[src/rtl/alu_logic_pipe.sv]
// Two-stage pipelined ALU: S1 operand register, then a result register behind
// a valid/ready handshake, with a wrapping MAC accumulator and sticky overflow.
module alu_logic_pipe #(
  parameter int WIDTH = 3
) (
  input  logic                 clk,
  input  logic                 rst_n,
  input  logic                 en,
  input  logic                 in_valid,
  output logic                 in_ready,
  input  logic [2:0]           op,
  input  logic                 acc_clr,
  input  logic [WIDTH-1:0]     A,
  input  logic [WIDTH-1:0]     B,
  output logic                 out_valid,
  input  logic                 out_ready,
  output logic [2*WIDTH-1:0]   Dout,
  output logic                 ovf
);
  localparam int RW = 2 * WIDTH;

  typedef enum logic [2:0] {
    OP_AND = 3'b000, OP_OR  = 3'b001, OP_XOR = 3'b010, OP_XNOR = 3'b011,
    OP_ADD = 3'b100, OP_SUB = 3'b101, OP_MUL = 3'b110, OP_MAC  = 3'b111
  } op_e;

  typedef struct packed {
    logic [WIDTH-1:0] a;
    logic [WIDTH-1:0] b;
    op_e              op;
    logic             clr;
  } s1_t;

  s1_t            s1_q, s1_d;
  logic           s1_vld_q, s1_vld_d;
  logic           out_vld_q, out_vld_d;
  logic [RW-1:0]  dout_q, dout_d;
  logic [RW-1:0]  acc_q, acc_d;
  logic           ovf_q, ovf_d;

  logic           advance, accept;
  logic [RW-1:0]  a_x, b_x, prod, acc_base, result;
  logic [RW:0]    mac_sum;
  logic           ovf_base;

  assign advance  = en & (~out_vld_q | out_ready);
  assign in_ready = rst_n & en & (~s1_vld_q | advance);
  assign accept   = in_valid & in_ready;

  assign a_x  = {{WIDTH{1'b0}}, s1_q.a};
  assign b_x  = {{WIDTH{1'b0}}, s1_q.b};
  assign prod = a_x * b_x;

  // acc_clr zeroes the accumulator before this op's MAC contribution is added
  assign acc_base = s1_q.clr ? '0 : acc_q;
  assign ovf_base = s1_q.clr ? 1'b0 : ovf_q;
  assign mac_sum  = {1'b0, acc_base} + {1'b0, prod};

  always_comb begin
    result = '0;
    case (s1_q.op)
      OP_AND:  result = {{WIDTH{1'b0}}, s1_q.a & s1_q.b};
      OP_OR:   result = {{WIDTH{1'b0}}, s1_q.a | s1_q.b};
      OP_XOR:  result = {{WIDTH{1'b0}}, s1_q.a ^ s1_q.b};
      OP_XNOR: result = {{WIDTH{1'b0}}, ~(s1_q.a ^ s1_q.b)};
      OP_ADD:  result = a_x + b_x;
      OP_SUB:  result = a_x - b_x;
      OP_MUL:  result = prod;
      OP_MAC:  result = mac_sum[RW-1:0];
      default: result = '0;
    endcase
  end

  always_comb begin
    s1_d      = s1_q;
    s1_vld_d  = s1_vld_q;
    out_vld_d = out_vld_q;
    dout_d    = dout_q;
    acc_d     = acc_q;
    ovf_d     = ovf_q;

    if (advance) begin
      out_vld_d = s1_vld_q;
      s1_vld_d  = 1'b0;
      if (s1_vld_q) begin
        dout_d = result;
        acc_d  = acc_base;
        ovf_d  = ovf_base;
        if (s1_q.op == OP_MAC) begin
          acc_d = mac_sum[RW-1:0];
          ovf_d = ovf_base | mac_sum[RW];
        end
      end
    end

    if (accept) begin
      s1_vld_d = 1'b1;
      s1_d.a   = A;
      s1_d.b   = B;
      s1_d.op  = op_e'(op);
      s1_d.clr = acc_clr;
    end
  end

  always_ff @(posedge clk) begin
    if (!rst_n) begin
      s1_q      <= '0;
      s1_vld_q  <= 1'b0;
      out_vld_q <= 1'b0;
      dout_q    <= '0;
      acc_q     <= '0;
      ovf_q     <= 1'b0;
    end else begin
      s1_q      <= s1_d;
      s1_vld_q  <= s1_vld_d;
      out_vld_q <= out_vld_d;
      dout_q    <= dout_d;
      acc_q     <= acc_d;
      ovf_q     <= ovf_d;
    end
  end

  assign out_valid = out_vld_q;
  assign Dout      = dout_q;
  assign ovf       = ovf_q;

endmodule

[config.mk]
export PLATFORM = sky130hd
export DESIGN_NAME = alu_logic_pipe
export DESIGN_NICKNAME = d
export VERILOG_FILES = /design/src/rtl/alu_logic_pipe.sv
export SDC_FILE = /design/constraint.sdc
export NUM_CORES = 1
export LEC_CHECK = 0
export CAP_MARGIN = 10
export CELL_PAD_IN_SITES_DETAIL_PLACEMENT = 2
export CELL_PAD_IN_SITES_GLOBAL_PLACEMENT = 2
export CORE_UTILIZATION = 36
export DETAILED_ROUTE_END_ITERATION = 7
export HOLD_SLACK_MARGIN = 0.06
export PLACE_DENSITY = 0.85
export SKIP_LAST_GASP = 1
export SLEW_MARGIN = 20
export SYNTH_ARGS = -nofsm -noshare
export SYNTH_HDL_FRONTEND = slang
export SYNTH_SLANG_ARGS = --single-unit
[constraint.sdc]
create_clock -name clk -period 4.5 [get_ports clk]
set_input_delay 0.45 -clock clk [delete_from_list [all_inputs] [get_ports clk]]
set_output_delay 0.45 -clock clk [all_outputs]
set_load 0.05 [all_outputs]
==> flow_metrics.env <==
export IMPL_outcome="finished, final reports clean"
export IMPL_firstDrtPassIters=4
export IMPL_wl_per_cell_um=18.9
export IMPL_dr_max_layer_used="met4"
export IMPL_io_pins=24
export IMPL_drc=0
export IMPL_wl_met1_mm=3.00
export IMPL_clkSinkCount=25
export IMPL_cellPowerDensity_mw_per_mm2=214
export IMPL_synth_main_ff_cell="dfxtp_1"
export IMPL_grt_overflow=0
export IMPL_synth_avg_cell_area_um2=8.28
export IMPL_max_cap_violations=0
export IMPL_rows=26
export IMPL_synth_cells=235
export IMPL_dieHeight_um=75.5
export IMPL_drive_above_1_share_pct=5.98
export IMPL_fin_nets=292
export IMPL_ys_seq_area_share_pct=25.7
export IMPL_async_reset_ff_share_pct=0
export IMPL_routed_via_density=5.62
export IMPL_slew_violations=0
export IMPL_end_kind="register"
export IMPL_dp_cells=317
export IMPL_ff2ff_path_depth=11
export IMPL_yosys_warnings=0
export IMPL_root_buffer="clkbuf_8"
export IMPL_cpMaxStageDelayCell="or3b_2"
export IMPL_startpoint_type="register"
export IMPL_grt_setup_unrepaired="false"
export IMPL_critical_path_class="reg2reg"
export IMPL_period_minus_slack_ps=3290
export IMPL_synth_cell_types=58
export IMPL_cts_max_level=1
export IMPL_hp_class="reg2reg"
export IMPL_wirelength_mm=6.06
export IMPL_total_leakage_power_nw=0.890
export IMPL_whs_path_depth=2
export IMPL_hold_viol=0
export IMPL_die_w_um=75.5
export IMPL_tritoncts="built"
export IMPL_syn_area_mm2=0.00195
export IMPL_first_iter_violations=83
export IMPL_finalWeightedCongestion=0.836
export IMPL_synth_edf_count=0
export IMPL_cts_hold_buf=0
export IMPL_antenna_found_initial=0
export IMPL_dr_total_vias=1805
export IMPL_postRouteAntennaNets=0
export IMPL_area_growth_pct=15.9
export IMPL_cts_max_path_buffers=2
export IMPL_clkLatencyLatePin_ps=280
export IMPL_fin_skew_ps=6.68
export IMPL_io_buffers=23
export IMPL_grt_pass1_vias=1838
export IMPL_fin_setup_tns_ps=0
export IMPL_worst_pin_slew_ps=853
export IMPL_clk_pin_slew_worst_paths_ps=110
export IMPL_finalCritPeriodShare_pct=73.1
export IMPL_cp_max_fo=5
export IMPL_setup_viol=0
export IMPL_stdcell_count=321
export IMPL_ir_worst_vdd_uv=122
export IMPL_grt_max_degree=23
export IMPL_n_antenna_cell=0
export IMPL_ys_ff_latch=25
export IMPL_clock_fmax_ghz=0.304
export IMPL_synth_nets=275
export IMPL_cp_arrival_ps=3500
export IMPL_dr_wl_met3_um=100
export IMPL_relSlewSlack_pct=43.0
export IMPL_grt_pass1_wl_mm=9.62
export IMPL_cts_setup_buffers=0
export IMPL_numCtsBuffers=3
export IMPL_dieArea_mm2=0.00570
export IMPL_wl_met2_mm=2.89
export IMPL_cp_required_ps=4720
export IMPL_cts_resized=0
export IMPL_grt_util_all_layers_pct=23.2
export IMPL_reg2reg_slack_ps=1210
export IMPL_n_fill_cell=617
export IMPL_start_util_pct=37.9
export IMPL_cp_cell_sequence="inv_1 > nor2_1 > fa_1 > ha_1 > fa_1 > xor2_1 > ha_1 > or3b_2 > a31oi_1 > nor3b_1 > o21ai_0"
export IMPL_core_area_mm2=0.00514
export IMPL_critPathMaxStageDelay_ps=460
export IMPL_hpwlAfterDp_mm=4.55
## logic make-up (layout without fill, tap and decap cells)
kind of cell    count (synthesis)  count (layout)  share of synthesized area (%)
flops                          25              25                           25.7
compound gates                 64              64                           23.6
buf+inv                        37              53                           8.04
xor+xnor                        5               5                           2.25
simple gates                   78              78                           21.9
fa+ha+maj                      25              25                           18.0
mux                             1               1                          0.514
## flip-flops by register name (all words and copies together) (netlist names)
| register | count |
|---|---|
| ovf | 1 |
| a_x | 3 |
| Dout | 6 |
| s1_vld_q | 1 |
| s1_q | 4 |
| b_x | 3 |
| out_valid | 1 |
| acc_q | 6 |
## placed cells by master (no fill, tap or decap), types with 3 or more instances in the layout
master / instances
a211oi_1: 3
a21oi_1: 9
a31oi_1: 4
clkbuf_8: 3
clkdlybuf4s50_1: 23
dfxtp_1: 25
fa_1: 5
ha_1: 20
inv_1: 25
nand2_1: 11
nand2b_1: 6
nand3_1: 15
nor2_1: 17
nor2b_1: 6
o2111ai_1: 5
o21ai_0: 17
or3_1: 3
xor2_1: 3
## per-stage QoR
step	worst slack [ps]	utilization [%]	cell area [µm²]	hold WS (ps)	power, mW
2_1_floorplan	1480	-	1950	427	0.302
3_3_place_gp	1370	43.0	2210	437	0.334
3_5_place_dp	1260	43.0	2210	454	0.338
4_1_cts	1200	43.9	2250	471	0.489
5_1_grt	1050	43.9	2250	488	0.503
6_report	1210	43.9	2250	462	0.483
## worst max-delay path, delay by kind of cell, from the launching register on
family | cells | cell delay, ps
flip-flops | 1 | 380
AND/OR/NAND/NOR | 3 | 760
buffers and inverters | 1 | 110
XOR/XNOR | 1 | 170
AO/OA/AOI/OAI | 2 | 360
adder cells (fa/ha/maj) | 4 | 1440
## metal layers
metal,global-route usage [%],vias up
met4,5.35,0
met5,0,-
met2,39.7,21
met1,31.5,909
li1,-,868
met3,2.51,7
## synth_stat cells (2+ instances only)
master | instances | share of area (%)
dfxtp_1 | 25 | 26
inv_1 | 25 | 4.8
ha_1 | 20 | 13
nor2_1 | 17 | 3.3
o21ai_0 | 17 | 4.4
nand3_1 | 15 | 3.9
nand2_1 | 11 | 2.1
a21oi_1 | 9 | 2.3
nand2b_1 | 6 | 1.9
nor2b_1 | 6 | 1.9
buf_2 | 5 | 1.3
fa_1 | 5 | 5.1
o2111ai_1 | 5 | 2.3
a31oi_1 | 4 | 1.3
clkbuf_1 | 4 | 0.77
a211oi_1 | 3 | 1.2
buf_4 | 3 | 1.2
or3_1 | 3 | 0.96
xor2_1 | 3 | 1.4
a211o_1 | 2 | 0.90
a22oi_1 | 2 | 0.77
and3_1 | 2 | 0.64
nand4_1 | 2 | 0.64
nor3_1 | 2 | 0.51
nor3b_1 | 2 | 0.77
o211ai_1 | 2 | 0.77
o21a_1 | 2 | 0.77
o311ai_0 | 2 | 0.90
xnor2_1 | 2 | 0.90
## power by group
| group | internal (mW) | leakage, nW | total, mW | switching [mW] |
|---|---|---|---|---|
| registers | 0.229 | 0.203 | 0.245 | 0.0161 |
| clock network | 0.0624 | 0.0255 | 0.150 | 0.0871 |
| logic | 0.0379 | 0.661 | 0.0889 | 0.0510 |
## path summary, 6_finish.rpt
path             from  endpoint
max            a_x[0]  acc_q[5]
min          acc_q[3]  acc_q[3]
max reg2reg    a_x[0]  acc_q[5]
min reg2reg  acc_q[3]  acc_q[3]
## cell type report
type	instances	area [µm²]	share of cell area (%)
Timing Repair Buffer	24	238	10.5
Sequential cell	25	500	22.2
Inverter	25	93.8	4.16
Clock buffer	3	41.3	1.83
Clock inverter	1	5.00	0.222
Multi-Input combinational cell	173	1290	57.2
Tap cell	70	87.6	3.88
(Power assumes the default switching activity.)
